`src/rtl/instr_fetch_unit.sv`:
```
// instr_fetch_unit: MIPS-32 PC holder and fetch/execute sequencer feeding the opcode decoder.
//
// Optional feature macro: IFU_BUS_TIMEOUT_EN
//   When defined, a fetch that waits TIMEOUT_CYCLES cycles without imem_ack
//   moves the unit to HALT and sets the sticky fetch_err. When it is undefined,
//   FETCH waits indefinitely and fetch_err is tied to 0.
//
// Ports:
//   clk, rst_n              clock; synchronous active-low reset
//   imem_req, imem_addr     fetch request and address (address always equals pc)
//   imem_ack, imem_rdata    memory handshake; rdata is valid while ack is high
//   stall                   holds the current instruction in EXEC
//   jump, beq, zero         decoder branch controls and ALU zero flag
//   instr, op_code          instruction register and its opcode field
//   instr_valid             instr is executing this cycle
//   pc, pc_plus4            address of instr and that address plus 4
//   illegal_op              opcode not decodable (EXEC cycles only)
//   instr_count             retired-instruction counter (wraps)
//   fetch_err               sticky bus timeout flag
module instr_fetch_unit #(
    parameter logic [31:0] RESET_PC       = 32'h0000_0000,
    parameter int          TIMEOUT_CYCLES = 16
) (
    input  logic        clk,
    input  logic        rst_n,
    output logic        imem_req,
    output logic [31:0] imem_addr,
    input  logic        imem_ack,
    input  logic [31:0] imem_rdata,
    input  logic        stall,
    input  logic        jump,
    input  logic        beq,
    input  logic        zero,
    output logic [31:0] instr,
    output logic [5:0]  op_code,
    output logic        instr_valid,
    output logic [31:0] pc,
    output logic [31:0] pc_plus4,
    output logic        illegal_op,
    output logic [31:0] instr_count,
    output logic        fetch_err
);
    typedef enum logic [1:0] {IDLE, FETCH, EXEC, HALT} state_t;

    state_t      state, state_nxt;
    logic [29:0] pc_word, next_word, jump_word, branch_word;
    logic        legal, timeout;

    // pc is stored as a word address so its low two bits are hardwired to 00.
    assign pc        = {pc_word, 2'b00};
    assign pc_plus4  = pc + 32'd4;
    assign imem_addr = pc;
    assign op_code   = instr[31:26];
    assign legal     = op_code inside {6'b000000, 6'b000010, 6'b101011,
                                       6'b000100, 6'b001000, 6'b100011};

    assign jump_word   = {pc_plus4[31:28], instr[25:0]};
    assign branch_word = pc_plus4[31:2] + {{14{instr[15]}}, instr[15:0]};
    // Decoder controls are don't-care for undecodable opcodes, so they are gated by legal first.
    assign next_word   = !legal        ? pc_plus4[31:2] :
                         jump          ? jump_word      :
                         (beq && zero) ? branch_word    : pc_plus4[31:2];

`ifdef IFU_BUS_TIMEOUT_EN
    logic [7:0] wait_cnt;
    // wait_cnt holds the number of earlier ack-less cycles in the current fetch.
    assign timeout   = !imem_ack && (wait_cnt == 8'(TIMEOUT_CYCLES - 1));
    assign fetch_err = (state == HALT);
    always_ff @(posedge clk) begin
        if (!rst_n || state != FETCH)
            wait_cnt <= 8'd0;
        else if (!imem_ack)
            wait_cnt <= wait_cnt + 8'd1;
    end
`else
    logic unused_timeout_cycles;
    assign unused_timeout_cycles = ^TIMEOUT_CYCLES;
    assign timeout   = 1'b0;
    assign fetch_err = 1'b0;
`endif

    always_ff @(posedge clk) begin
        if (!rst_n)
            state <= IDLE;
        else
            state <= state_nxt;
    end

    always_comb begin
        state_nxt   = state;
        imem_req    = 1'b0;
        instr_valid = 1'b0;
        illegal_op  = 1'b0;
        unique case (state)
            IDLE:  state_nxt = FETCH;
            FETCH: begin
                imem_req  = 1'b1;
                state_nxt = imem_ack ? EXEC : timeout ? HALT : FETCH;
            end
            EXEC:  begin
                instr_valid = 1'b1;
                illegal_op  = !legal;
                state_nxt   = stall ? EXEC : FETCH;
            end
            default: state_nxt = HALT;
        endcase
    end

    always_ff @(posedge clk) begin
        if (!rst_n) begin
            pc_word     <= RESET_PC[31:2];
            instr       <= 32'd0;
            instr_count <= 32'd0;
        end else begin
            if (state == FETCH && imem_ack)
                instr <= imem_rdata;
            if (state == EXEC && !stall) begin
                pc_word     <= next_word;
                instr_count <= instr_count + 32'd1;
            end
        end
    end
endmodule

```
`config.mk`:
```
export PLATFORM = sky130hd
export DESIGN_NAME = instr_fetch_unit
export DESIGN_NICKNAME = d
export VERILOG_FILES = /design/src/rtl/instr_fetch_unit.sv
export SDC_FILE = /design/constraint.sdc
export NUM_CORES = 1
export LEC_CHECK = 0
export CAP_MARGIN = 40
export CORE_ASPECT_RATIO = 1.25
export CORE_MARGIN = 4
export CORE_UTILIZATION = 45
export CTS_BUF_LIST = sky130_fd_sc_hd__clkbuf_16
export DETAILED_ROUTE_END_ITERATION = 8
export PLACE_DENSITY = 0.87
export SYNTH_ARGS = -nofsm -noshare
export SYNTH_HDL_FRONTEND = slang
export SYNTH_SLANG_ARGS = --single-unit
```
`constraint.sdc`:
```
create_clock -name clk -period 10.35 [get_ports clk]
set_input_delay 1.035 -clock clk [delete_from_list [all_inputs] [get_ports clk]]
set_output_delay 1.035 -clock clk [all_outputs]
set_load 0.05 [all_outputs]
```
==> impl_metrics.toml <==
[setup_path]
crit_required_ns = 9.32
slowest_stage = "clkdlybuf4s50_1"
cp-end-kind = "primary output"
worst_r2r_path_depth = 15
crit_cells = 8
cpPeakStageDelay_ns = 0.87
cp_top_family = "simple AND/OR/NAND/NOR gates"
cp.arrival_ns = 3.59
cp_max_fo = 8
crit_chain = "and4_2 -> and3_1 -> nand2_1 -> nor3_1 -> nand4_1 -> nor2b_1 -> xor2_1 -> clkdlybuf4s50_1"
path_buf_inv = 1
crit_type = "flip-flop to primary output"
startpoint_type = "flip-flop"

[timing]
timing.hold.ws_ns = 0.488
clock_skew_ns = 0.00833
relSlewSlack_pct = 41.5
period_share_pct = 44.7
rsz0062_at_grt = "false"
worstMarginPinSlew_ns = 0.872
drv_slew = 0
finalSetupTns_ns = 0
finalHoldViolCount = 0
post-route-min-period_ns = 4.62
setup_violations = 0
max_freq_mhz = 216

[finish]
final_area_um2 = 9010
layout_common_cells = "201 x clkdlybuf4s50_1, 129 x nand2_1, 96 x a21oi_1, 96 x dfxtp_1, 73 x nor2_1"
fill_cells = 1269
fin_nets = 1110
diodes = 0
drive_above_1_share_pct = 4.34
layout_commonest_cell = "clkdlybuf4s50_1"
syn_to_final_growth_pct = 32.4

[synthesis]
yosysUniqueCellTypes = 73
postSynthCellCount = 887
yosys_warnings = 0
yosys-top-cells-area = "dfxtp_1 28%, nand2_1 7.1%, a21oi_1 7.1%"
synth_top_area_share_pct = 28.3
ys_ff_latch = 96
synth_top_area_cell = "dfxtp_1"
synth_ff_type = "dfxtp_1"
syn_area_um2 = 6800
synth_edf_count = 0
async_flop_share_pct = 0
avgSynthCellArea_um2 = 7.67
synth_seq_area_share_pct = 28.3

[route]
postRouteAntennaNets = 0
drc = 0
firstDrtPassIters = 8
wirelength_mm = 22.7
route.vias.total = 7149
drtIter0Drc = 481
wl_per_cell_um = 18.7
viasPerCell = 5.87

[clocking]
cts_htree_levels = 3
clkTransAtPathRegs_ns = 0.07
cts_tree = "done"
root_buffer = "clkbuf_16"
cts_hold_buf = 0
cts_made_buffers = 9
post_cts_resized = 0
clkLatencyLatePin_ns = 0.35
cts.sinks = 96
post-cts-setup-buffer-count = 0
cts_buffer_depth = 2

[global_routing]
grt_max_degree = 73
grt_pass1_wl_mm = 36.0
grt_use_total_pct = 25.3
gr-total-overflow = 0
antenna_found_initial = 0
grt_pass1_vias = 6874

[placed_design]
place_area_um2 = 8660
gp_congestion = 0.973
portBuffers = 201
hpwl_mm = 16.9

[floorplan]
coreArea_um2 = 14900
die_y_um = 145
fp.dieW_um = 118
boundaryPins = 209
rows = 50
start_util_pct = 45.7
die_area_um2 = 17200

[power_and_ir_drop]
ir_worst_vdd_uv = 99.6
power_leakage_nw = 3.43
p_per_area_nw_per_um2 = 110

[min_path]
hold_class = "flip-flop to flip-flop"
min_path_cells = 2

[status]
status = "finished clean"

[job]
cap_violations = 0
## final timing paths
kind                         from         endpoint  slack [ns]
setup / recovery       pc_word[2]     pc_plus4[29]        5.73
hold / removal    instr_count[31]  instr_count[31]        0.49
setup reg to reg       pc_word[2]      pc_word[29]        6.25
hold reg to reg   instr_count[31]  instr_count[31]        0.49
## flip-flops by register name (all words and copies together), names as in the netlist
register / flops
instr_count: 32
state: 2
pc_word: 30
instr: 32
## metrics by stage
stage	worst slack [ns]	util, %	cells	total power, W
after CTS	5.75	60.4	1217	0.000993
after global placement	6.30	58.2	1202	0.000602
after global routing	5.48	60.5	1218	0.00102
final	5.73	60.5	1218	0.000992
after floorplan	5.69	-	893	0.000536
after detailed placement	6.13	58.2	1202	0.000605
## worst register-to-register path: stages (launching register included)
cell and delay, ns:
dfxtp_1 0.47, and4_2 0.39, and3_1 0.27, nand2_1 0.12, nor3_1 0.33, nand4_1 0.28, nor2b_1 0.30, xor2_1 0.23
ha_1 0.34, a21o_1 0.18, a21oi_1 0.20, nand3_1 0.10, a211o_1 0.29, o211ai_1 0.12, mux2i_1 0.24, mux2i_1 0.19
## logic make-up (layout without fill, tap and decap cells)
family	Yosys count	after routing	synth area share (%)
XOR/XNOR	75	75	9.77
adder cells (fa/ha/maj)	40	40	7.45
flip-flops	96	96	28.3
AO/OA/AOI/OAI	236	236	22.2
buffers and inverters	92	235	7.49
AND/OR/NAND/NOR	342	342	24.1
other	1	7	0.0551
multiplexers	5	5	0.754
## power breakdown
group          switching (W)  internal [W]  leakage [nW]
clock               0.000155      0.000237         0.168
sequential         0.0000145      0.000378         0.777
combinational       0.000139     0.0000675          2.48
## routing by layer
layer	vias up	share of wire, %	GRT usage (%)
met1	3331	39	29.9
met2	349	50	44.5
met5	-	0	0
li1	3406	-	-
met4	0	4.0	10.9
met3	63	7.1	4.86
## layout make-up
type | count | area, um2 | share of cell area, %
multi-input cells | 705 | 4400 | 48.9
repair buffers | 209 | 2070 | 23.0
flip-flops and latches | 96 | 1920 | 21.3
well taps | 182 | 228 | 2.53
clock buffers | 9 | 225 | 2.50
clock inverters | 6 | 115 | 1.28
inverters | 11 | 41.3 | 0.458
## synthesized netlist by cell type (13+ instances only)
| cell type | n |
|---|---|
| clkbuf_1 | 34 |
| ha_1 | 38 |
| a21o_1 | 13 |
| dfxtp_1 | 96 |
| xnor2_1 | 38 |
| nor2_1 | 74 |
| nand4_1 | 20 |
| nand2b_1 | 13 |
| buf_4 | 43 |
| o21ai_0 | 40 |
| a21oi_1 | 96 |
| nand3_1 | 40 |
| xor2_1 | 36 |
| and3_1 | 14 |
| nand2_1 | 129 |
No activity file was read; power rests on OpenSTA's default activity.
==> patch 1 (same settings) <==
Put one more register stage on the output `instr_count`, cleared by the reset. The value now appears one clock later. The other outputs are not delayed to match.
--- a/src/rtl/instr_fetch_unit.sv
+++ b/src/rtl/instr_fetch_unit.sv
@@ -42,4 +42,6 @@
 );
     typedef enum logic [1:0] {IDLE, FETCH, EXEC, HALT} state_t;
+
+    logic [31:0] instr_count_s0;
 
     state_t      state, state_nxt;
@@ -111,5 +113,5 @@
             pc_word     <= RESET_PC[31:2];
             instr       <= 32'd0;
-            instr_count <= 32'd0;
+            instr_count_s0 <= 32'd0;
         end else begin
             if (state == FETCH && imem_ack)
@@ -117,8 +119,16 @@
             if (state == EXEC && !stall) begin
                 pc_word     <= next_word;
-                instr_count <= instr_count + 32'd1;
+                instr_count_s0 <= instr_count_s0 + 32'd1;
             end
         end
     end
+    always_ff @(posedge clk) begin
+        if (!rst_n) begin
+            instr_count <= '0;
+        end else begin
+            instr_count <= instr_count_s0;
+        end
+    end
+
 endmodule
 
Check against the original RTL: not equivalent (Yosys sat finds a counterexample within 4 cycles, from zero or initial values and one cycle with rst_n low).
==> patch 1 against the unedited design <==
  * Global-route usage shrank 0.68 points
  * Routed wire length is 7.1% higher
  * Power up 31%
  * Setup slack worse by 150 ps
  * Critical path depth is 1 lower
  * Core utilization rose by 0.25 points
  * Non-clock buffer count is 2 higher
  * Sequential cell count rose by 32
  * Sequential power up 31%
  * Cell area up 14%
  * Count of clock-buffer cells in the layout is 8 higher
  * Synthesized area rose by 15%
  * Worst hold slack got worse by 1.3 ps
  * Critical endpoint is now pc_plus4[21]
  * Highest routed layer unchanged
==> patch 1: results (changes against the unedited design) <==
Hold Path Class - reg -> reg
Max VDD drop - 0.000113 V (+14%)
H-tree depth - 4 (+1)
Pre-CTS setup slack - 5990 ps (-139 ps)
Hpwl dp - 17.8 mm (+5.1%)
IO buf count - 201 (unchanged)
CTS Buf Count - 17 (+8)
Area of the multi-input gates - 4680 µm² (+6.3%)
Layout cells sized above 1 - 5.41% (+1.1 points)
Postcts setup bufs - 0 (unchanged)
Antenna diode count - 0 (unchanged)
Max-cap check violation count - 0 (unchanged)
Pleak - 3.99 nW (+16%)
Drt wl/cell - 18.1 µm (-3.1%)
FILL cells - 1424 (+12%)
Vias in the first global route - 7430 (+8.1%)
Relative slew margins - 54.2% (+13 points)
Syn avg cell area - 8.07 µm² (+5.2%)
Largest net degree at the start of global routing - 98 (+34%)
Largest cells by area after synthesis - dfxtp_1, nand2_1, ha_1
Top cells by count, synth - nand2_1, dfxtp_1, and2_1
Yosys cell types - 72 (-1.4%)
Placed instance area - 9700 µm² (+12%)
Drt via density - 5.55 (-5.4%)
Non-filler cells, final - 1347 (+11%)
Drt first pass iters - 5 (-3)
PostCTS Resize Cnt - 0 (unchanged)
Placer Congestion - 0.969 (-0.39%)
Post-layout net count - 1192 (+7.4%)
Status - finished clean
Initial DRC Count - 562 (+17%)
Critical path peak fanout - 9 (+1)
Clock transition at path regs - 70 ps (about the same)
YS warnings - 0 (unchanged)
Sw power - 0.412 mW (+33%)
Total routing usage reported by global routing - 24.6% (-0.68 points)
Worst-Skew Late Latency - 430 ps (+80 ps)
First-pass GRT wire length - 38.7 mm (+7.5%)
CP Data Arrival Time - 3740 ps (+150 ps)
Largest registers - instr: 32 flops, instr_count: 32 flops, instr_count_s0: 32 flops
Sequential area share after synthesis - 32.8% (+4.6 points)
Worst Skew - 11.5 ps (+3.18 ps)
-- patch 1: changes by cell type after synthesis, sizes merged, moves of 8 or more --
cell    before  now
nor2        74   46
a21boi       1   43
nor2b        5   14
inv         11   19
a21oi       98   50
dfxtp       96  128
and2         8   62
o21ai       42   50
nand2      130  142
-- patch 1: cell type report --
type                            count  area share (%)
Clock buffer                       17            4.14
Multi-Input combinational cell    736            45.6
Timing Repair Buffer              211            20.5
Sequential cell                   128            24.9
Inverter                           20           0.743
Clock inverter                     15            1.39
Tap cell                          220            2.68
-- patch 1: final timing paths --
kind / slack, ps / start / cells past startpoint / to
max: 5570 / pc_word[9] / 7 / pc_plus4[21]
min: 490 / instr[16] / 2 / instr[16]
min reg2reg: 490 / instr[16] / 2 / instr[16]
max reg2reg: 5830 / pc_word[9] / 15 / pc_word[22]
-- patch 1: kinds of logic (layout without fill, tap and decap cells) --
family | after synthesis | after routing | synth area share, %
mux | 4 | 4 | 0.529
other cells | 1 | 7 | 0.0481
compound gates | 233 | 233 | 19.4
fa+ha+maj | 40 | 40 | 6.48
xor+xnor | 77 | 77 | 8.64
buf+inv | 109 | 263 | 7.49
simple gates | 375 | 375 | 24.6
flops | 128 | 128 | 32.8
-- patch 1: power by group through the flow --
stage / clock [mW] / combinational [mW] / sequential, mW
after floorplan: 0 / 0.109 / 0.551
after global placement: 0 / 0.197 / 0.527
after detailed placement: 0 / 0.202 / 0.527
after CTS: 0.591 / 0.203 / 0.515
after global routing: 0.614 / 0.216 / 0.517
final: 0.582 / 0.204 / 0.516
-- patch 1: metal layers --
layer	routed length [µm]	GRT usage, %	vias up
met5	0	0	-
met4	879	11.8	0
met3	1800	6.25	67
met2	12300	43.6	326
met1	9360	27.6	3478
li1	-	-	3610
-- patch 1: worst max-delay path, stage by stage (launching register included) --
cell and delay [ps]:
dfxtp_1 500, and4_1 360, nand3_1 150, or3_1 510, nor2_2 300, nand3_1 130
xnor2_1 450, clkdlybuf4s50_1 910
==> patch 2 (same settings) <==
Without the edit above. Add a define of `IFU_BUS_TIMEOUT_EN`.
--- a/src/rtl/instr_fetch_unit.sv
+++ b/src/rtl/instr_fetch_unit.sv
@@ -18,4 +18,6 @@
 //   instr_count             retired-instruction counter (wraps)
 //   fetch_err               sticky bus timeout flag
+`define IFU_BUS_TIMEOUT_EN
+
 module instr_fetch_unit #(
     parameter logic [31:0] RESET_PC       = 32'h0000_0000,
Check against the original RTL: no difference found for any inputs over 4 cycles, from zero or initial values and one cycle with rst_n low; that may be too few to reach the edited logic, so the function may still have changed.
==> patch 2 against the unedited design <==
  * Core utilization down 0.48 points
  * Maximum frequency down 0.42%
  * First-iteration DRC count up 43%
  * Via count up 3.6%
  * Die area up 5.2%
  * Setup slack worse by 20 ps
  * Power up 1.9%
  * Cell area up 4.2%
  * Routed wire length up 3.4%
  * Combinational power up 15%
  * Register-to-register slack worse by 300 ps
  * Synthesized area up 5.5%
  * Sequential cell count up 8
  * Critical endpoint is now pc_plus4[30]
==> patch 2: results (changes against the unedited design) <==
Top cells by count, synth - nand2_1, dfxtp_1, nor2_1
Slowest cell on the critical path - clkdlybuf4s50_1
Antenna violations before repair - 0 (unchanged)
H-tree depth - 3 (unchanged)
Postcts setup bufs - 0 (unchanged)
Antenna diode count - 0 (unchanged)
Max VDD drop - 0.000101 V (+1.1%)
PostCTS Resize Cnt - 0 (unchanged)
Drt via density - 5.70 (-3.0%)
Pre-CTS setup slack - 6030 ps (-108 ps)
Hpwl dp - 17.8 mm (+5.5%)
Vias in the first global route - 6979 (+1.5%)
Pleak - 3.56 nW (+3.8%)
Hold Path Class - reg -> reg
YS warnings - 0 (unchanged)
Placed instance area - 9080 µm² (+4.9%)
Root Driver - clkbuf_16
Worst-Skew Late Latency - 360 ps
Drt first pass iters - 5 (-3)
Layout cells sized above 1 - 4.23% (-0.12 points)
Total routing usage reported by global routing - 25.3% (about the same)
Sequential area share after synthesis - 29.0% (+0.75 points)
Slew @ Worst Pin - 932 ps (+60.1 ps)
Yosys cell types - 78 (+6.8%)
Post-layout net count - 1161 (+4.6%)
CTS Buf Count - 9 (unchanged)
Tmin final - 4640 ps (+19.5 ps)
DRT Wirelength - 23.5 mm (+3.4%)
Initial DRC Count - 689 (+43%)
Worst Skew - 12.2 ps (+3.89 ps)
Clock transition at path regs - 80 ps
Fin Setup TNS - 0 ps (unchanged)
Placer Congestion - 0.978 (+0.50%)
CP Data Arrival Time - 3610 ps (+20 ps)
CP max stage delay - 840 ps (-30 ps)
IO buf count - 202 (+0.50%)
Largest area contributor in the netlist - dfxtp_1
Status - finished clean
Largest registers - instr: 32 flops, instr_count: 32 flops, pc_word: 30 flops
First-pass GRT wire length - 36.4 mm (+1.2%)
Critical path peak fanout - 6 (-2)
Largest cells by area after synthesis - dfxtp_1, nand2_1, ha_1
EDFF count, synth - 0 (unchanged)
FFs w/ async S/R, synth - 0% (unchanged)
Largest net degree at the start of global routing - 46 (-37%)
[patch 2: cell types whose count changed after synthesis, sizes merged, moves of 4 or more]
cell	before	now
and4	3	12
a21oi	98	88
nand2b	14	7
nor2	74	91
xor2	36	45
nand3	41	48
o221ai	12	6
dfxtp	96	104
nand4	20	12
o211ai	13	6
a31oi	5	9
nor3	12	18
nand2	130	134
[patch 2: layer usage]
metal  global-route usage (%)  up-vias  wire length, µm
li1                         -     3569                -
met1                     29.5     3435             8970
met2                     42.9      330            11400
met3                     6.94       70             2070
met4                     11.7        0             1070
met5                        0        -                0
[patch 2: power by group]
part	internal (mW)	switching (mW)	leakage, nW
clock	0.172	0.177	0.147
sequential	0.410	0.0161	0.842
combinational	0.0791	0.157	2.57
[patch 2: final cells by class]
| class | instances | area (µm²) |
|---|---|---|
| inverter | 12 | 45.0 |
| timing repair buffer | 213 | 2140 |
| clock buffer | 9 | 225 |
| clock inverter | 7 | 73.8 |
| multi-input combinational | 743 | 4550 |
| fill | 1399 | 6250 |
| sequential | 104 | 2080 |
| tap | 212 | 265 |
[patch 2: metrics by stage]
step,power [mW],std cells
final,1.01,1300
after global routing,1.05,1300
after CTS,1.02,1300
after detailed placement,0.669,1284
after global placement,0.662,1278
after floorplan,0.594,940
[patch 2: path summary, 6_finish.rpt]
check	start	end	slack [ps]	cells past startpoint
worst min-delay path	instr[15]	instr[15]	490	2
worst min register to register	instr[15]	instr[15]	490	2
worst max-delay path	pc_word[1]	pc_plus4[30]	5710	8
worst max register to register	pc_word[1]	pc_word[23]	5950	15
[patch 2: critical path, delay by kind of cell, from the launching register on]
family	cells	cell delay, ps
AND/OR/NAND/NOR	5	1490
buffers and inverters	1	840
flip-flops	1	440
adder cells (fa/ha/maj)	1	240
XOR/XNOR	1	230
[patch 2: logic make-up (layout without fill, tap and decap cells)]
kind of cell | after synthesis | in the layout | synth area share, %
AND/OR/NAND/NOR | 383 | 383 | 25.6
multiplexers | 4 | 4 | 0.558
other | 1 | 6 | 0.0522
buffers and inverters | 93 | 241 | 7.86
AO/OA/AOI/OAI | 227 | 227 | 19.6
flip-flops | 104 | 104 | 29.0
XOR/XNOR | 83 | 83 | 10.2
adder cells (fa/ha/maj) | 40 | 40 | 7.04
